$ cat config.mk
export PLATFORM = sky130hd
export DESIGN_NAME = expr_pipe_eval
export DESIGN_NICKNAME = d
export VERILOG_FILES = /design/src/rtl/expr_pipe_eval.sv
export SDC_FILE = /design/constraint.sdc
export NUM_CORES = 1
export LEC_CHECK = 0
export ABC_AREA = 1
export ABC_CLOCK_PERIOD_IN_PS = 2400
export CORE_UTILIZATION = 59
export CTS_BUF_LIST = sky130_fd_sc_hd__clkbuf_4
export CTS_CLUSTER_SIZE = 25
export DETAILED_ROUTE_END_ITERATION = 8
export GPL_ROUTABILITY_DRIVEN = 0
export PLACE_DENSITY_LB_ADDON = 0.08
export SYNTH_ARGS = -nofsm -noshare
export SYNTH_HDL_FRONTEND = slang
export SYNTH_SLANG_ARGS = --single-unit
$ cat constraint.sdc
create_clock -name clk -period 2.4 [get_ports clk]
set_input_delay 0.24 -clock clk [delete_from_list [all_inputs] [get_ports clk]]
set_output_delay 0.24 -clock clk [all_outputs]
set_load 0.02 [all_outputs]
$ cat src/rtl/expr_pipe_eval.sv
// rtl/expr_pipe_eval.sv - two-stage multi-lane expression evaluator with valid/ready handshake
module expr_pipe_eval #(
  parameter int W     = 6,
  parameter int LANES = 3,
  parameter int CW    = 16
) (
  input  logic                 clk,
  input  logic                 rst,
  input  logic                 in_valid,
  output logic                 in_ready,
  input  logic [2:0]           op,
  input  logic [LANES-1:0]     sgn,
  input  logic [LANES*W-1:0]   a,
  input  logic [LANES*W-1:0]   b,
  output logic                 out_valid,
  input  logic                 out_ready,
  output logic [LANES*W-1:0]   y,
  output logic [LANES-1:0]     ovf,
  output logic [CW-1:0]        cnt
);

  localparam int SB = $clog2(W);
  // W always fits in SB+1 bits because W <= 2**SB
  localparam logic [SB:0] W_L = (SB+1)'(W);

  logic                 s1_valid_q, s1_valid_d;
  logic [2:0]           op_q, op_d;
  logic [LANES-1:0]     sgn_q, sgn_d;
  logic [LANES*W-1:0]   a_q, a_d;
  logic [LANES*W-1:0]   b_q, b_d;
  logic                 out_valid_q, out_valid_d;
  logic [LANES*W-1:0]   y_q, y_d;
  logic [LANES-1:0]     ovf_q, ovf_d;
  logic [CW-1:0]        cnt_q, cnt_d;
  logic [LANES*W-1:0]   acc_q, acc_d;

  logic                 s2_adv;
  logic                 s1_move;
  logic                 in_xfer;
  logic [LANES*W-1:0]   res_y;
  logic [LANES-1:0]     res_ovf;
  logic [LANES*W-1:0]   acc_new;

  // Per-lane ALU working on the stage-1 contents; lanes never share carries or flags
  always_comb begin
    logic [W-1:0]   la, lb, ly, lacc;
    logic [W:0]     sum, dif;
    logic [SB-1:0]  sh;
    logic [2*W-1:0] shl_ext;
    logic           lo, ls;
    res_y   = '0;
    res_ovf = '0;
    acc_new = '0;
    la = '0; lb = '0; ly = '0; lacc = '0;
    sum = '0; dif = '0; sh = '0; shl_ext = '0; lo = 1'b0; ls = 1'b0;
    for (int i = 0; i < LANES; i++) begin
      la      = a_q[i*W +: W];
      lb      = b_q[i*W +: W];
      ls      = sgn_q[i];
      sh      = lb[SB-1:0];
      sum     = {1'b0, la} + {1'b0, lb};
      dif     = {1'b0, la} - {1'b0, lb};
      // upper half collects the bits pushed out of the lane by a left shift
      shl_ext = {{W{1'b0}}, la} << sh;
      lacc    = acc_q[i*W +: W] ^ la;
      ly      = '0;
      lo      = 1'b0;
      case (op_q)
        3'd0: begin
          ly = sum[W-1:0];
          lo = ls ? ((la[W-1] == lb[W-1]) && (sum[W-1] != la[W-1])) : sum[W];
        end
        3'd1: begin
          ly = dif[W-1:0];
          lo = ls ? ((la[W-1] != lb[W-1]) && (dif[W-1] != la[W-1])) : dif[W];
        end
        3'd2: ly = la & lb;
        3'd3: ly = la ^ lb;
        3'd4: begin
          if (ls) ly = {{(W-1){1'b0}}, ($signed(la) < $signed(lb))};
          else    ly = {{(W-1){1'b0}}, (la < lb)};
        end
        3'd5: begin
          ly = shl_ext[W-1:0];
          lo = ({1'b0, sh} >= W_L) ? (|la) : (|shl_ext[2*W-1:W]);
        end
        3'd6: begin
          // >>> already saturates to sign bits for shift amounts >= W
          if (ls) ly = $signed(la) >>> sh;
          else    ly = la >> sh;
        end
        default: ly = lacc;
      endcase
      res_y[i*W +: W]   = ly;
      res_ovf[i]        = lo;
      acc_new[i*W +: W] = lacc;
    end
  end

  // Handshake and next-state for both pipeline stages, the counter and the accumulators
  always_comb begin
    s2_adv   = !out_valid_q || out_ready;
    in_ready = !s1_valid_q || s2_adv;
    in_xfer  = in_valid && in_ready;
    s1_move  = s1_valid_q && s2_adv;

    s1_valid_d = s1_valid_q;
    op_d       = op_q;
    sgn_d      = sgn_q;
    a_d        = a_q;
    b_d        = b_q;
    if (in_ready) begin
      s1_valid_d = in_valid;
    end
    if (in_xfer) begin
      op_d  = op;
      sgn_d = sgn;
      a_d   = a;
      b_d   = b;
    end

    out_valid_d = s2_adv ? s1_valid_q : out_valid_q;
    y_d         = s1_move ? res_y : y_q;
    ovf_d       = s1_move ? res_ovf : ovf_q;
    acc_d       = (s1_move && (op_q == 3'd7)) ? acc_new : acc_q;
    cnt_d       = in_xfer ? cnt_q + CW'(1) : cnt_q;
  end

  // State registers; reset discards everything in flight
  always_ff @(posedge clk) begin
    if (rst) begin
      s1_valid_q  <= 1'b0;
      op_q        <= '0;
      sgn_q       <= '0;
      a_q         <= '0;
      b_q         <= '0;
      out_valid_q <= 1'b0;
      y_q         <= '0;
      ovf_q       <= '0;
      cnt_q       <= '0;
      acc_q       <= '0;
    end else begin
      s1_valid_q  <= s1_valid_d;
      op_q        <= op_d;
      sgn_q       <= sgn_d;
      a_q         <= a_d;
      b_q         <= b_d;
      out_valid_q <= out_valid_d;
      y_q         <= y_d;
      ovf_q       <= ovf_d;
      cnt_q       <= cnt_d;
      acc_q       <= acc_d;
    end
  end

  assign out_valid = out_valid_q;
  assign y         = y_q;
  assign ovf       = ovf_q;
  assign cnt       = cnt_q;

endmodule

==> flow_metrics.py, run 1 <==
metrics = {
    "placed_design": {
        "placed_area_um2": 8363,
        "post-place-cells": 1375,
        "port_buffers": 84,
        "dpl.hpwl_um": 16670,
    },
    "sta": {
        "relSlewSlack_pct": 55.79,
        "drv_slew": 0,
        "hold_violations": 0,
        "fin_skew_ns": 0.01578,
        "period_minus_slack_ns": 2.243,
        "tightest_slew_ns": 0.6580,
        "post-route-period-util_pct": 93.48,
        "tns_ns": 0,
        "rsz0062_at_grt": "no",
        "max_freq_mhz": 445.7,
        "finalSetupViolCount": 0,
    },
    "detailed_routing": {
        "dr.pass1.iters": 6,
        "routed_wirelength_um": 22730,
        "vias": 8143,
        "drc": 0,
        "initialDrtViolationCount": 1018,
        "ant_nets": 0,
        "wl_per_cell_um": 16.33,
        "vias_per_cell": 5.850,
    },
    "die": {
        "die_h_um": 113.4,
        "dieArea_um2": 12870,
        "design.core.area_um2": 12060,
        "rows": 40,
        "io_pins": 85,
        "die_width_um": 113.4,
        "start_util_pct": 60.74,
    },
    "critical_path": {
        "r2r_setup_slack_ns": 0.16,
        "slowest_delay_ns": 0.51,
        "cp-start-kind": "register",
        "path_max_fanout": 6,
        "slowest_stage": "dfxtp_1",
        "endpoint_kind": "register",
        "worstPathRequired_ns": 2.80,
        "cp.arrival_ns": 2.64,
        "path_cells": "inv_1 > ha_1 > fa_1 > inv_1 > nand4_1 > nand3_1 > a21oi_1 > nand2_1 > nand3_1 > nand2_1 > a21oi_1",
        "worstSetupPathType": "reg -> reg",
    },
    "logic_synthesis": {
        "ys_seq_elements": 99,
        "synth_compound_area_share_pct": 22.75,
        "synthMuxAreaShare_pct": 0,
        "synth_top_family_by_area": "simple AND/OR/NAND/NOR gates",
        "ys.flop_type": "dfxtp_1",
        "netlist_area_um2": 7326,
        "synthCells": 1145,
        "synth_fa_ha_area_share_pct": 8.471,
        "synth_fp_nets": 1237,
        "yosys_warnings": 0,
        "syn_area_per_cell_um2": 6.398,
        "yosys.area_share.simple_pct": 29.48,
        "synth-xor-area-share_pct": 2.391,
        "synth_edf_count": 0,
        "async_flop_share_pct": 0,
        "ys_seq_area_share_pct": 27.05,
        "ys_types": 46,
    },
    "clock_tree": {
        "clockBufferDepth": 2,
        "insertion_delay_ns": 0.50,
        "numClockSinks": 99,
        "path_clk_slew_ns": 0.17,
        "h-tree-depth": 3,
        "cts_setup_buffers": 0,
        "hold_buffers": 0,
        "cts_tree": "yes",
        "cts-root-buf": "clkbuf_4",
        "cts_buffers": 9,
    },
    "global_routing": {
        "grt_pass1_wl_um": 35940,
        "first_global_vias": 7262,
        "track_usage_pct": 35.79,
        "antenna_found_initial": 1,
        "grt_max_degree": 91,
        "grt.overflow.total": 0,
    },
    "cells_and_area": {
        "finalInstanceArea_um2": 8519,
        "area_growth_pct": 16.29,
        "finalNonFillerCells": 1392,
        "nets": 1310,
        "layout-drive-gt1-share_pct": 6.378,
        "fillerInstances": 1082,
    },
    "run_status": {
        "status": "completed",
    },
    "hold_path": {
        "hold_path_class": "in -> reg",
    },
    "job": {
        "drv_cap": 0,
    },
    "pwr": {
        "p_per_area_nw_per_um2": 487.9,
        "peakVddDrop_mv": 0.3519,
        "leakage_nw": 3.779,
    },
}
-- placed cells by master (no fill, tap or decap), types with 5 or more instances in the layout --
cell	n
nor2_1	65
fa_1	6
o22ai_1	7
o21ai_1	8
ha_1	38
a21oi_1	151
inv_1	110
o21a_1	5
nor3_1	13
buf_4	29
inv_2	9
clkbuf_4	10
o21bai_1	5
xor2_1	17
o21ai_0	86
nand3_1	77
a22oi_1	21
o211ai_1	7
dfxtp_1	97
a31oi_1	5
clkdlybuf4s50_1	84
nand2_1	294
nand4_1	27
-- path summary, 6_finish.rpt --
| path | depth (start not counted) | end | from |
|---|---|---|---|
| setup / recovery | 11 | ovf[2] | a_q[12] |
| hold / removal | 3 | b_q[8] | b[8] |
| setup reg to reg | 11 | ovf[2] | a_q[12] |
| hold reg to reg | 1 | cnt[15] | cnt[15] |
-- state kept, by name (all words and copies together), names as in the netlist --
| name | count |
|---|---|
| a_q | 18 |
| acc_q | 18 |
| b_q | 18 |
| cnt | 16 |
| op_q | 3 |
| out_valid | 1 |
| ovf | 3 |
| s1_valid_q | 1 |
| sgn_q | 3 |
| y | 18 |
-- stage by stage --
stage	utilization, %	total power [mW]	hold WS [ns]	setup WS, ns
after floorplan	-	2.730	0.4333	0.3473
after global placement	69.34	3.149	0.4392	0.2391
after detailed placement	69.34	3.166	0.4464	0.1798
after CTS	70.55	4.132	0.3261	0.1144
after global routing	70.63	4.387	0.3467	0.02507
final	70.63	4.157	0.3449	0.1566
-- Yosys cell counts, types with 3 or more instances --
cell type,n,share of area (%)
nand2_1,294,15
a21oi_1,151,10
inv_1,110,5.6
dfxtp_1,99,27
o21ai_0,86,5.9
nand3_1,77,5.3
nor2_1,65,3.3
ha_1,40,6.8
nand4_1,27,2.3
buf_2,26,1.8
a22oi_1,21,2.2
clkbuf_1,20,1.0
xor2_1,17,2.0
nor3_1,13,0.89
inv_2,9,0.46
o21ai_1,8,0.55
o211ai_1,7,0.72
o22ai_1,7,0.60
fa_1,6,1.6
a31oi_1,5,0.43
o21a_1,5,0.51
o21bai_1,5,0.51
nand2_2,4,0.34
nor2_2,4,0.34
nor2_4,3,0.46
nor3b_1,3,0.31
o221ai_1,3,0.36
xnor2_1,3,0.36
-- cell type report --
cell class                      count  area, um^2  share of cell area, %
Inverter                          124       470.5                  5.522
Tap cell                          168       210.2                  2.467
Antenna cell                        1       2.502                0.02937
Multi-Input combinational cell    870        4627                  54.31
Clock buffer                       10       75.07                 0.8812
Sequential cell                    99        1984                  23.29
Timing Repair Buffer              114        1079                  12.66
Clock inverter                      6       71.32                 0.8371
-- worst max-delay path: cells and delay by family, from the launching register on --
family	cells	cell delay, ns
buffers and inverters	2	0.27
adders and majority gates	2	0.70
DFF	1	0.51
and+or+nand+nor	5	0.53
AOI/OAI and AO/OA	2	0.12
-- layer usage --
layer | vias to the layer above | GRT usage, % | wire length, um
met3 | 82 | 7.439 | 2465
met5 | - | 0 | 0
met2 | 470 | 55.62 | 9954
met4 | 0 | 18.25 | 963
met1 | 3611 | 47.12 | 9341
li1 | 3980 | - | -
-- timing repair --
action / 4_1_cts / 5_1_grt
resized for setup: 0 / 4
endpoints found under the hold margin: 0 / 0
setup endpoints to repair: 0 / 5
-- kinds of logic after synthesis --
family                   after synthesis
AO/OA/AOI/OAI                        304
XOR/XNOR                              20
adder cells (fa/ha/maj)               46
buffers and inverters                176
flip-flops                            99
AND/OR/NAND/NOR                      500
-- report_power, final --
part | total, mW | internal (mW) | switching, mW
sequential | 1.81 | 1.72 | 0.0890
clock | 0.981 | 0.344 | 0.637
combinational | 1.36 | 0.505 | 0.859
Power figures use the tool's default switching activity.
==> run 2, diff against run 1 <==
- ABC_CLOCK_PERIOD_IN_PS: 2400 -> 2560
- CORE_UTILIZATION: 59 -> 67
- DONT_BUFFER_PORTS: unset -> 1
- clock period: 2.4 -> 2.56 ns (I/O delays scaled with it)
==> run 2 against run 1 <==
Against the previous run: combinational power down 14%; die area down 12%; final cell count down 5.7%; highest routed layer unchanged; largest power group unchanged; non-clock buffer count down 46; final area down 6.0%; core utilization up 5.9 points; critical path type unchanged; via count up 1.2%.
==> flow_metrics.py, run 2 (synthesized netlist as in run 1, its figures left out) <==
metrics = {
    "die": {
        "die_width_um": 106.6,
        "dieArea_um2": 11360,
        "io_pins": 85,
        "die_h_um": 106.6,
        "design.core.area_um2": 10460,
        "rows": 37,
        "start_util_pct": 70.02,
    },
    "hold_path": {
        "hold_path_class": "in -> reg",
    },
    "sta": {
        "tightest_slew_ns": 0.7789,
        "fin_skew_ns": 0.02179,
        "period_minus_slack_ns": 2.283,
        "rsz0062_at_grt": "no",
        "hold_violations": 0,
        "tns_ns": 0,
        "drv_slew": 0,
        "post-route-period-util_pct": 89.20,
        "max_freq_mhz": 437.9,
        "relSlewSlack_pct": 47.67,
        "finalSetupViolCount": 0,
    },
    "cells_and_area": {
        "seqCellArea_um2": 1983,
        "fillerInstances": 878,
        "final_cell_mix": "nand2_1, a21oi_1, inv_1",
        "area_growth_pct": 9.342,
        "nets": 1264,
        "num_antenna_cells": 0,
        "postLayoutCoreUtil_pct": 76.56,
        "layout-drive-gt1-share_pct": 5.947,
        "mostFrequentLayoutCell": "nand2_1",
        "multiInputGateArea_um2": 4622,
    },
    "critical_path": {
        "worstPathRequired_ns": 3.02,
        "path_max_fanout": 10,
        "endpoint_kind": "register",
        "cp-start-kind": "register",
        "r2r_setup_slack_ns": 0.28,
        "cp.arrival_ns": 2.74,
        "worstSetupPathType": "reg -> reg",
    },
    "clock_tree": {
        "clockBufferDepth": 2,
        "h-tree-depth": 3,
        "insertion_delay_ns": 0.51,
        "cts_setup_buffers": 0,
        "cts_tree": "yes",
        "numClockSinks": 99,
        "path_clk_slew_ns": 0.17,
        "cts-root-buf": "clkbuf_4",
        "cts_buffers": 9,
    },
    "detailed_routing": {
        "drc": 0,
        "dr.pass1.iters": 6,
        "routed_wirelength_um": 23160,
        "wl_per_cell_um": 17.64,
        "vias_per_cell": 6.276,
        "vias": 8240,
        "ant_nets": 0,
        "initialDrtViolationCount": 782,
    },
    "pwr": {
        "p_per_area_nw_per_um2": 470.6,
        "internal-power_mw": 2.254,
        "leakage_nw": 3.621,
        "p_sw_share_pct": 40.21,
        "seqPwrFrac_pct": 46.2,
        "power_frac_comb_pct": 31.0,
        "switchingPower_mw": 1.516,
        "peakVddDrop_mv": 0.4403,
        "clockPowerShare_pct": 22.8,
    },
    "global_routing": {
        "track_usage_pct": 41.14,
        "grt_max_degree": 59,
        "first_global_vias": 7386,
        "antenna_found_initial": 0,
        "grt_pass1_wl_um": 36550,
        "grt.overflow.total": 0,
    },
    "run_status": {
        "status": "completed",
    },
    "placed_design": {
        "port_buffers": 0,
        "dpl.hpwl_um": 15860,
    },
    "job": {
        "drv_cap": 0,
    },
}
## run 2: final timing paths
check             from        end  cells past startpoint
max             b_q[8]     ovf[1]                     14
min                rst     ovf[2]                      2
max reg2reg     b_q[8]     ovf[1]                     14
min reg2reg  acc_q[12]  acc_q[12]                      2
## run 2: area by class of cell
type / instances / share of cell area [%]
Sequential cell: 99 / 24.76
Inverter: 124 / 5.873
Tap cell: 136 / 2.124
Clock buffer: 9 / 0.8435
Clock inverter: 7 / 0.7966
Multi-Input combinational cell: 870 / 57.70
Timing Repair Buffer: 68 / 7.904
## run 2: metal layers
metal	vias up	GRT usage, %	part of all wire (%)
met2	529	65.62	44
li1	3883	-	-
met4	0	20.06	5.0
met1	3708	50.54	38
met3	120	12.02	13
met5	-	0	0
## run 2: repair_timing
action                                  4_1_cts  5_1_grt
endpoints found under the hold margin        86        0
hold buffers                                 45        0
endpoints found under the setup margin        0        1
resized for setup                             0        1
## run 2: power groups by stage
stage | registers [mW] | clock network (mW) | logic [mW]
5_1_grt | 1.75 | 0.912 | 1.29
6_report | 1.74 | 0.860 | 1.17
3_5_place_dp | 1.77 | 0 | 1.05
2_1_floorplan | 1.74 | 0 | 0.820
4_1_cts | 1.73 | 0.854 | 1.12
3_3_place_gp | 1.77 | 0 | 1.04
## run 2: stage by stage
stage          area, um^2  instances  setup WS [ns]  hold slack (ns)  power [mW]
2_1_floorplan        7326       1145         0.5073           0.4493       2.560
3_3_place_gp         7417       1252         0.3822           0.3301       2.809
3_5_place_dp         7417       1252         0.3606           0.3318       2.820
4_1_cts              8009       1313         0.3160          0.01284       3.712
5_1_grt              8010       1313        0.03966          0.02403       3.947
6_report             8010       1313         0.2766          0.04474       3.770
## run 2: worst max-delay path, stage by stage (launching register included)
cell     delay (ns)
dfxtp_1        0.58
inv_2          0.18
ha_1           0.45
inv_1          0.14
nand2_1        0.10
nand2_1        0.06
nand2_1        0.08
nand3_1        0.12
nand2_1        0.08
nand3_1        0.06
nand2_1        0.06
nand2_1        0.05
nand3_1        0.11
nand2_1        0.07
a21oi_1        0.11
==> run 3, diff against run 2 <==
- HOLD_SLACK_MARGIN: unset -> 0.08
==> run 3 against run 2 <==
Against the previous run: wire length about the same; critical path depth unchanged; combinational power about the same; clock power about the same; sequential share of layout area down 0.062 points; flip-flop and latch count unchanged; core utilization up 0.19 points; first-iteration DRC count down 9.1%; final area up 0.25%; register-to-register slack about the same; via count about the same; die area unchanged; largest cell class unchanged.
==> flow_metrics.py, run 3 (synthesized netlist as in run 1, its figures left out) <==
metrics = {
    "sta": {
        "worst_slack_ns": 0.2747,
        "drv_slew": 0,
        "tns_ns": 0,
        "post-route-period-util_pct": 89.27,
        "hold_violations": 0,
        "tightest_slew_ns": 0.7887,
        "finalSetupViolCount": 0,
        "max_freq_mhz": 437.6,
        "fin_skew_ns": 0.02006,
        "hold_ws_ns": 0.2640,
        "relSlewSlack_pct": 47.01,
        "rsz0062_at_grt": "no",
        "period_minus_slack_ns": 2.285,
    },
    "placed_design": {
        "dp_slack_ns": 0.3606,
        "dpl.hpwl_um": 15860,
        "port_buffers": 0,
        "post-place-cells": 1252,
    },
    "global_routing": {
        "first_global_vias": 7408,
        "antenna_found_initial": 0,
        "track_usage_pct": 41.45,
        "grt_max_degree": 59,
        "grt_pass1_wl_um": 36800,
        "grt.overflow.total": 0,
    },
    "cells_and_area": {
        "final_cell_mix": "nand2_1, a21oi_1, inv_1",
        "mostFrequentLayoutCell": "nand2_1",
        "num_antenna_cells": 0,
        "finalNonFillerCells": 1315,
        "postLayoutCoreUtil_pct": 76.75,
        "nets": 1266,
        "area_growth_pct": 9.616,
        "layout-drive-gt1-share_pct": 5.937,
        "fillerInstances": 874,
    },
    "detailed_routing": {
        "dr.pass1.iters": 5,
        "vias": 8238,
        "initialDrtViolationCount": 711,
        "ant_nets": 0,
        "routed_wirelength_um": 23150,
        "wl_per_cell_um": 17.60,
        "vias_per_cell": 6.265,
        "drc": 0,
    },
    "clock_tree": {
        "h-tree-depth": 3,
        "cts_tree": "yes",
        "numClockSinks": 99,
        "cts_buffers": 9,
        "insertion_delay_ns": 0.51,
        "cts_setup_buffers": 0,
        "cts-root-buf": "clkbuf_4",
        "clockBufferDepth": 2,
        "path_clk_slew_ns": 0.18,
    },
    "pwr": {
        "p_per_area_nw_per_um2": 469.8,
        "leakage_nw": 3.631,
        "peakVddDrop_mv": 0.4215,
    },
    "die": {
        "design.core.area_um2": 10460,
        "die_h_um": 106.6,
        "start_util_pct": 70.02,
        "die_width_um": 106.6,
        "rows": 37,
        "io_pins": 85,
        "dieArea_um2": 11360,
    },
    "critical_path": {
        "cp.arrival_ns": 2.74,
        "cpLargestDelayFamily": "simple AND/OR/NAND/NOR gates",
        "critical_path.most_common_cell": "nand2_1",
        "path_cells": "inv_2 > ha_1 > inv_1 > nand2_1 > nand2_1 > nand2_1 > nand3_1 > nand2_1 > nand3_1 > nand2_1 > nand2_1 > nand3_1 > nand2_1 > a21oi_1",
        "slowest_delay_ns": 0.57,
        "r2r_setup_slack_ns": 0.27,
        "critPathBufInv": 2,
        "endpoint_kind": "register",
        "path_max_fanout": 10,
        "worstPathRequired_ns": 3.01,
        "cp-start-kind": "register",
        "slowest_stage": "dfxtp_1",
        "worstSetupPathType": "reg -> reg",
    },
    "run_status": {
        "status": "completed",
    },
    "job": {
        "drv_cap": 0,
    },
    "hold_path": {
        "hold_path_class": "in -> reg",
    },
}
-- run 3: cell count changes in the layout (fill, tap and decap cells not counted), sizes merged --
cell	change
dlygate4sd3	+2
-- run 3: repair_timing --
| item | in CTS | in global routing |
|---|---|---|
| resized for setup | 0 | 1 |
| setup endpoints to repair | 0 | 1 |
| hold buffers | 47 | 0 |
| endpoints found under the hold margin | 88 | 0 |
-- run 3: where the power goes --
part           switching [mW]  leakage, nW  internal, mW
combinational           0.758         2.74         0.414
sequential              0.125        0.811          1.62
clock                   0.633       0.0780         0.227
total                    1.52         3.63          2.26
-- run 3: layout make-up --
cell class	instances	area, um^2	area share [%]
Multi-Input combinational cell	870	4622	57.56
Sequential cell	99	1983	24.70
Timing Repair Buffer	70	653.1	8.133
Inverter	124	470.5	5.859
Tap cell	136	170.2	2.119
Clock buffer	9	67.56	0.8414
Clock inverter	7	63.81	0.7946
-- run 3: metal layers --
metal | global-route usage (%) | wire length [um]
met4 | 20.35 | 1159
met1 | 51.00 | 8625
met3 | 12.14 | 3111
met5 | 0 | 0
met2 | 65.94 | 10250
-- run 3: metrics by stage --
stage | power [mW] | instance area, um^2
global route | 3.954 | 8030
detailed placement | 2.820 | 7417
global placement | 2.809 | 7417
CTS | 3.715 | 8029
floorplan | 2.560 | 7326
finish | 3.773 | 8030
-- run 3: worst paths after layout --
path | from | end | cells past startpoint
setup / recovery | b_q[8] | ovf[1] | 14
hold / removal | rst | cnt[10] | 4
setup reg to reg | b_q[8] | ovf[1] | 14
hold reg to reg | acc_q[12] | acc_q[12] | 2
-- run 3: worst min-delay path, stage by stage --
cell and delay [ns]:
inv_1 0.02, buf_4 0.29, nand2_1 0.13, a21oi_1 0.03
